## src/rtl/freq_meter_pkg.sv

```systemverilog
// ---------------------------------------------------------------------------
// freq_meter_pkg
// Shared definitions for the frequency meter: the measurement FSM state type
// and the default gate length / result width. The defaults match
// clock_divider, so a speed value and a measured frequency use the same
// 20-bit scale.
// ---------------------------------------------------------------------------
package freq_meter_pkg;

  // Board clock in Hz; also the gate window length in clock cycles (1 s).
  localparam int unsigned DEFAULT_BASE_SPEED = 50_000_000;

  // Result width, the same as the clock_divider speed input.
  localparam int unsigned DEFAULT_FREQ_W = 20;

  // IDLE holds both counters at zero; MEASURE runs the gate window.
  typedef enum logic {
    IDLE    = 1'b0,
    MEASURE = 1'b1
  } state_e;

endpackage

```

## src/rtl/freq_meter_if.sv

```systemverilog
// ---------------------------------------------------------------------------
// freq_meter_if
// Groups the measurement control, the signal under test and the result of
// the frequency meter.
//   en    : measurement enable (low holds the meter idle)
//   sig   : square wave under test, asynchronous to the system clock
//   freq  : rising-edge count of the last completed window, saturated
//   valid : one-cycle pulse when freq/ovf update
//   ovf   : last completed window held more edges than freq can show
// master = the side that drives en/sig, slave = the meter itself.
// ---------------------------------------------------------------------------
interface freq_meter_if
  import freq_meter_pkg::*;
#(
  parameter int unsigned FREQ_W = DEFAULT_FREQ_W
);

  logic              en;
  logic              sig;
  logic [FREQ_W-1:0] freq;
  logic              valid;
  logic              ovf;

  modport master (
    output en,
    output sig,
    input  freq,
    input  valid,
    input  ovf
  );

  modport slave (
    input  en,
    input  sig,
    output freq,
    output valid,
    output ovf
  );

endinterface

```

## src/rtl/freq_meter_sync_edge_detect.sv

```systemverilog
// ---------------------------------------------------------------------------
// sync_edge_detect
// Brings an asynchronous input into the clk domain with a 2-flop
// synchronizer and produces a registered one-cycle pulse for every rising
// edge of the synchronized level. Also usable for push buttons.
//   clk  : system clock, rising edge
//   rst  : synchronous active-high reset
//   d    : asynchronous input level
//   rise : one-cycle pulse, two cycles after d is first sampled high
// ---------------------------------------------------------------------------
module sync_edge_detect (
  input  logic clk,
  input  logic rst,
  input  logic d,
  output logic rise
);

  logic meta_q;
  logic sync_q;
  logic syncPrev_q;
  logic rise_q;

  // Two synchronizer stages (meta_q may go metastable; sync_q is safe to
  // use), then a copy of the previous synchronized level so a 0->1 step can
  // be seen. The pulse is registered so it is glitch-free for the counter.
  always_ff @(posedge clk) begin
    if (rst) begin
      meta_q     <= 1'b0;
      sync_q     <= 1'b0;
      syncPrev_q <= 1'b0;
      rise_q     <= 1'b0;
    end else begin
      meta_q     <= d;
      sync_q     <= meta_q;
      syncPrev_q <= sync_q;
      rise_q     <= sync_q & ~syncPrev_q;
    end
  end

  assign rise = rise_q;

endmodule

```

## src/rtl/freq_meter.sv

```systemverilog
// ---------------------------------------------------------------------------
// freq_meter
// Counts rising edges of bus.sig over gate windows of exactly BASE_SPEED
// clock cycles and reports the count in Hz. Windows run back-to-back while
// bus.en is high; dropping en discards the window in progress.
//   clk : system clock, rising edge
//   rst : synchronous active-high reset
//   bus : freq_meter_if slave (en, sig in; freq, valid, ovf out)
// BASE_SPEED must be at least 2.
// ---------------------------------------------------------------------------
module freq_meter
  import freq_meter_pkg::*;
#(
  parameter int unsigned BASE_SPEED = DEFAULT_BASE_SPEED,
  parameter int unsigned FREQ_W     = DEFAULT_FREQ_W
) (
  input  logic         clk,
  input  logic         rst,
  freq_meter_if.slave  bus
);

  localparam int unsigned GATE_W = $clog2(BASE_SPEED);
  localparam logic [GATE_W-1:0] GATE_LAST = GATE_W'(BASE_SPEED - 1);

  logic              rise;
  state_e            state_q, state_d;
  logic [GATE_W-1:0] gateCnt_q, gateCnt_d;
  logic [FREQ_W:0]   edgeCnt_q, edgeCnt_d;
  logic [FREQ_W:0]   edgeTotal;
  logic [FREQ_W-1:0] freq_q, freq_d;
  logic              ovf_q, ovf_d;
  logic              valid_q, valid_d;

  sync_edge_detect uSync (
    .clk  (clk),
    .rst  (rst),
    .d    (bus.sig),
    .rise (rise)
  );

  // Edge count including this cycle's pulse. The extra top bit is sticky:
  // once the count passes 2^FREQ_W-1 it stops moving, so it cannot wrap
  // back into range however fast sig runs.
  assign edgeTotal = edgeCnt_q[FREQ_W] ? edgeCnt_q
                                       : edgeCnt_q + (FREQ_W+1)'(rise);

  // Next-state logic. The first cycle with en high is already gate count 0
  // and its edge pulse counts. On the last gate cycle the result is taken
  // from edgeTotal, so a pulse landing there belongs to the ending window,
  // and the counter restarts at 0 for the next one.
  always_comb begin
    state_d   = state_q;
    gateCnt_d = gateCnt_q;
    edgeCnt_d = edgeCnt_q;
    freq_d    = freq_q;
    ovf_d     = ovf_q;
    valid_d   = 1'b0;
    case (state_q)
      IDLE: begin
        gateCnt_d = '0;
        edgeCnt_d = '0;
        if (bus.en) begin
          state_d   = MEASURE;
          gateCnt_d = GATE_W'(1);
          edgeCnt_d = edgeTotal;
        end
      end
      MEASURE: begin
        if (!bus.en) begin
          state_d   = IDLE;
          gateCnt_d = '0;
          edgeCnt_d = '0;
        end else if (gateCnt_q == GATE_LAST) begin
          gateCnt_d = '0;
          edgeCnt_d = '0;
          ovf_d     = edgeTotal[FREQ_W];
          freq_d    = edgeTotal[FREQ_W] ? '1 : edgeTotal[FREQ_W-1:0];
          valid_d   = 1'b1;
        end else begin
          gateCnt_d = gateCnt_q + GATE_W'(1);
          edgeCnt_d = edgeTotal;
        end
      end
      default: begin
        state_d   = IDLE;
        gateCnt_d = '0;
        edgeCnt_d = '0;
      end
    endcase
  end

  // State and result registers. Reset aborts any window without a valid
  // pulse and clears the last result.
  always_ff @(posedge clk) begin
    if (rst) begin
      state_q   <= IDLE;
      gateCnt_q <= '0;
      edgeCnt_q <= '0;
      freq_q    <= '0;
      ovf_q     <= 1'b0;
      valid_q   <= 1'b0;
    end else begin
      state_q   <= state_d;
      gateCnt_q <= gateCnt_d;
      edgeCnt_q <= edgeCnt_d;
      freq_q    <= freq_d;
      ovf_q     <= ovf_d;
      valid_q   <= valid_d;
    end
  end

  assign bus.freq  = freq_q;
  assign bus.ovf   = ovf_q;
  assign bus.valid = valid_q;

endmodule
```

## src/flat_wrapper.sv

```systemverilog
// flat-port wrapper written by rule: the top's interface ports become plain ports
module freq_meter_flat import freq_meter_pkg::*;
#(
  parameter int unsigned BASE_SPEED = DEFAULT_BASE_SPEED,
  parameter int unsigned FREQ_W     = DEFAULT_FREQ_W
)
  (clk, rst, bus_en, bus_sig, bus_freq, bus_valid, bus_ovf);
  freq_meter_if #(.FREQ_W(FREQ_W)) bus_i ();
  input  logic clk;
  input  logic rst;
  input wire logic [$bits(bus_i.en)-1:0] bus_en;
  input wire logic [$bits(bus_i.sig)-1:0] bus_sig;
  output wire logic [$bits(bus_i.freq)-1:0] bus_freq;
  output wire logic [$bits(bus_i.valid)-1:0] bus_valid;
  output wire logic [$bits(bus_i.ovf)-1:0] bus_ovf;
  assign bus_i.en = bus_en;
  assign bus_i.sig = bus_sig;
  assign bus_freq = bus_i.freq;
  assign bus_valid = bus_i.valid;
  assign bus_ovf = bus_i.ovf;
  freq_meter #(.BASE_SPEED(BASE_SPEED), .FREQ_W(FREQ_W)) u_core (.clk(clk), .rst(rst), .bus(bus_i));
endmodule
```

## config.mk

```make
export PLATFORM = sky130hd
export DESIGN_NAME = freq_meter_flat
export DESIGN_NICKNAME = d
export VERILOG_FILES = /design/src/rtl/freq_meter_pkg.sv /design/src/rtl/freq_meter_if.sv /design/src/rtl/freq_meter_sync_edge_detect.sv /design/src/rtl/freq_meter.sv /design/src/flat_wrapper.sv
export SDC_FILE = /design/constraint.sdc
export NUM_CORES = 1
export LEC_CHECK = 0
export CAP_MARGIN = 15
export CORE_UTILIZATION = 42
export CTS_CLUSTER_SIZE = 24
export DETAILED_ROUTE_END_ITERATION = 10
export GPL_TIMING_DRIVEN = 0
export PLACE_DENSITY = 0.59
export SETUP_SLACK_MARGIN = 0.15
export SYNTH_ARGS = -nofsm -noshare
export SYNTH_HDL_FRONTEND = slang
export SYNTH_SLANG_ARGS = --single-unit
```

## constraint.sdc

```tcl
create_clock -name clk -period 2.4 [get_ports clk]
set_clock_uncertainty 0.2 [all_clocks]
set_input_delay 0.24 -clock clk [delete_from_list [all_inputs] [get_ports clk]]
set_output_delay 0.24 -clock clk [all_outputs]
set_load 0.01 [all_outputs]
```

==> flow_metrics.tcl, run 1 <==
set metrics [dict create \
    netlist_cell_types 38 \
    postCtsHoldBufs 0 \
    gr-total-overflow 0 \
    die_w_um 87.0 \
    dominant_cell_by_count_in_the_synthesized_netlist "dfxtp_1" \
    floorplan.initialDensity 0.440 \
    post-synth-top-area-cell "dfxtp_1" \
    pwr-share-seq 0.575 \
    timing.setup.tns_ns 0 \
    finalPower_uw 2150 \
    synth_async_sr_flop_share 0 \
    outcome "completed" \
    number_of_antenna_diodes 0 \
    vdd_drop_max_mv 0.382 \
    arrival_ns 2.10 \
    drt_first_iter_violations 68 \
    via_per_inst 4.98 \
    start_point_of_the_critical_path "u_core.edgeCnt_q[0]$_SDFF_PP0_" \
    drt_drc_violations_left 0 \
    hold_path_class "reg2reg" \
    first_pass_iters 4 \
    nFillCells 684 \
    cts-root-buf "clkbuf_8" \
    ios 26 \
    timing.final.hold_violations 0 \
    synth.top_cells.by_area "dfxtp_1, xnor2_1, nor2_1" \
    rsz0062_at_grt "no" \
    p_leak_uw 0.00120 \
    regArea_um2 1480 \
    fp-row-count 30 \
    endpoint_kind "flip-flop" \
    p_comb_frac 0.016 \
    power.net_switching_uw 498 \
    critPathKind "reg2reg" \
    synth-edff-count 0 \
    synthesis.nets 335 \
    hold_path_startpoint "u_core.uSync.syncPrev_q$_SDFF_PP0_" \
    dp.final_hpwl_mm 4.18 \
    synth-warning-count 0 \
    io_buffers 25 \
    grt_max_degree 14 \
    power-per-cell-area_nw_per_um2 595 \
    netSwitchingFraction 0.232 \
    post_synth.cell_area_avg_um2 9.26 \
    fmaxAchievable_ghz 0.485 \
    synthToLayoutAreaGrowth_pct 18.8 \
    cts-root-to-sink-buffers 2 \
    clkTransAtPathRegs_ns 0.08 \
    ys_seq_area_frac 0.488 \
    grt_usage 0.187 \
    internal_dissipation_uw 1650 \
    cp-start-kind "flip-flop" \
    netlist_top_cells_count "dfxtp_1, nor2_1, xnor2_1" \
    multiInputGateArea_um2 1450 \
    grt_antenna_before_repair 0 \
    grt_pass1_vias 2266 \
    setup_failing_eps_final 0 \
    cts.htree.levels 3 \
    synthFlopType "dfxtp_1" \
    route.final.wire_length_mm 6.11 \
    maxCapViolations 0 \
    power_frac_clock 0.409 \
    final_net_count 372 \
    place_congestion 0.778 \
    clock_latency_ns 0.34 \
    antenna_left 0 \
    cts_tree "built" \
    cts_sinks 74 \
    final_report_max_slew_violation_count 0 \
    syn_inst 328 \
    placed_cells 449 \
    cts-buffers-inserted 9 \
    wire_length_of_the_first_global_routing_pass_mm 10.7 \
    layoutNonFillerInstCount 466 \
    mean_routed_wirelength_per_cell_um 13.1 \
    path_max_fanout 6 \
    worst_slew_pin_slew_ns 0.523 \
    core_area_um2 6910 \
    reg2reg_from "u_core.edgeCnt_q[0]$_SDFF_PP0_" \
    die_height_um 87.0 \
    post-route-min-period_ns 2.06 \
    route.vias.total 2322 \
    synth_top_area_frac 0.488 \
    synth.ff_latch_count 74 \
    timing.slew.headroom 0.651 \
    cp_data_required_time_ns 2.43 \
    post_route_cells_drive_above_1_share 0.116 \
    syn_area_um2 3040 \
    dieArea_um2 7570 \
    finalCoreUtilization 0.522 \
    whs_ns 0.218 \
    finalCritPeriodShare 0.860 \
]
[sequential cells by signal (all words and copies together) (netlist names)]
register,count
u_core.gateCnt_q,26
u_core.edgeCnt_q,21
u_core.bus.freq,20
u_core.bus.ovf,1
u_core.bus.valid,1
u_core.state_q,1
u_core.uSync.meta_q,1
u_core.uSync.rise,1
u_core.uSync.syncPrev_q,1
u_core.uSync.sync_q,1
[final cells by class]
type	instances	share of cell area
buffer	13	0.0264
clock buffer	10	0.0382
clock inverter	6	0.0111
inverter	8	0.00832
multi-input combinational	233	0.401
sequential	74	0.411
tap	96	0.0333
timing repair buffer	26	0.0715
[through the flow]
step / setup WS [ns] / area [um^2]
6_report: 0.336 / 3610
5_1_grt: 0.179 / 3610
4_1_cts: 0.224 / 3590
3_5_place_dp: 0.0671 / 3410
3_3_place_gp: 0.0651 / 3410
2_1_floorplan: 0.459 / 3040
[power groups by stage]
| stage | registers (uW) | clock network, uW | logic, uW |
|---|---|---|---|
| floorplan | 1260 | 0 | 19.7 |
| global placement | 1260 | 0 | 34.5 |
| detailed placement | 1260 | 0 | 34.9 |
| CTS | 1230 | 917 | 35.2 |
| global route | 1240 | 977 | 39.0 |
| finish | 1230 | 879 | 34.2 |
[layer usage]
layer  wire (um)  track usage  part of all wire  up-vias
li1            -            -                 -     1195
met1        2860        0.229              0.47     1087
met2        2920        0.309              0.48       34
met3         252       0.0607             0.041        6
met4          85       0.0591             0.014        0
met5           0            0                 0        -
[cells by family after synthesis]
group | synth area share
AO/OA/AOI/OAI | 0.0750
AND/OR/NAND/NOR | 0.257
flip-flops | 0.488
XOR/XNOR | 0.124
multiplexers | 0.00330
adder cells (fa/ha/maj) | 0.0124
buffers and inverters | 0.0408
[worst max-delay path, cell delays in order, from the launching register on]
cell	delay, ns
dfxtp_1	0.36
ha_1	0.17
and4b_1	0.29
nand4_1	0.31
nor3_1	0.32
xnor2_1	0.19
a21oi_1	0.11
[placed cells by master, fill, tap and decap left out, types with 2 or more instances in the layout]
master and n:
clkinv_2 3, nor4b_2 2, nand4_1 10, nor3_1 11, buf_2 3, buf_4 4, nor4_1 7, buf_6 4
clkbuf_1 2, inv_6 2, xor2_1 18, nor2_1 54, o21ai_0 16, dfxtp_1 74, nand3_1 15, xnor2_1 25
ha_1 3, nand2_1 16, inv_1 8, a21oi_1 24, and4_1 2, and3_1 4, clkbuf_8 10, nor2b_1 7
clkdlybuf4s50_1 25
[final timing paths]
kind	endpoint	slack, ns	cells after the start
max	u_core.bus.freq[15]$_SDFFE_PP0P_	0.34	6
min	u_core.uSync.rise$_SDFF_PP0_	0.22	1
min reg2reg	u_core.uSync.rise$_SDFF_PP0_	0.22	1
max reg2reg	u_core.bus.freq[15]$_SDFFE_PP0P_	0.34	6
[repair_timing]
action,4_1_cts,5_1_grt
endpoints found under the hold margin,0,0
pin swaps,1,0
buffers inserted,1,0
endpoints found under the setup margin,60,40
resized for setup,1,2
No activity file was read; power rests on OpenSTA's default activity.
==> run 2: changes to the inputs <==
CTS_CLUSTER_SIZE = 20   (was 24)
==> results of run 2 <==
Same layout as run 1: the final DEF is identical, and so are final timing and power.
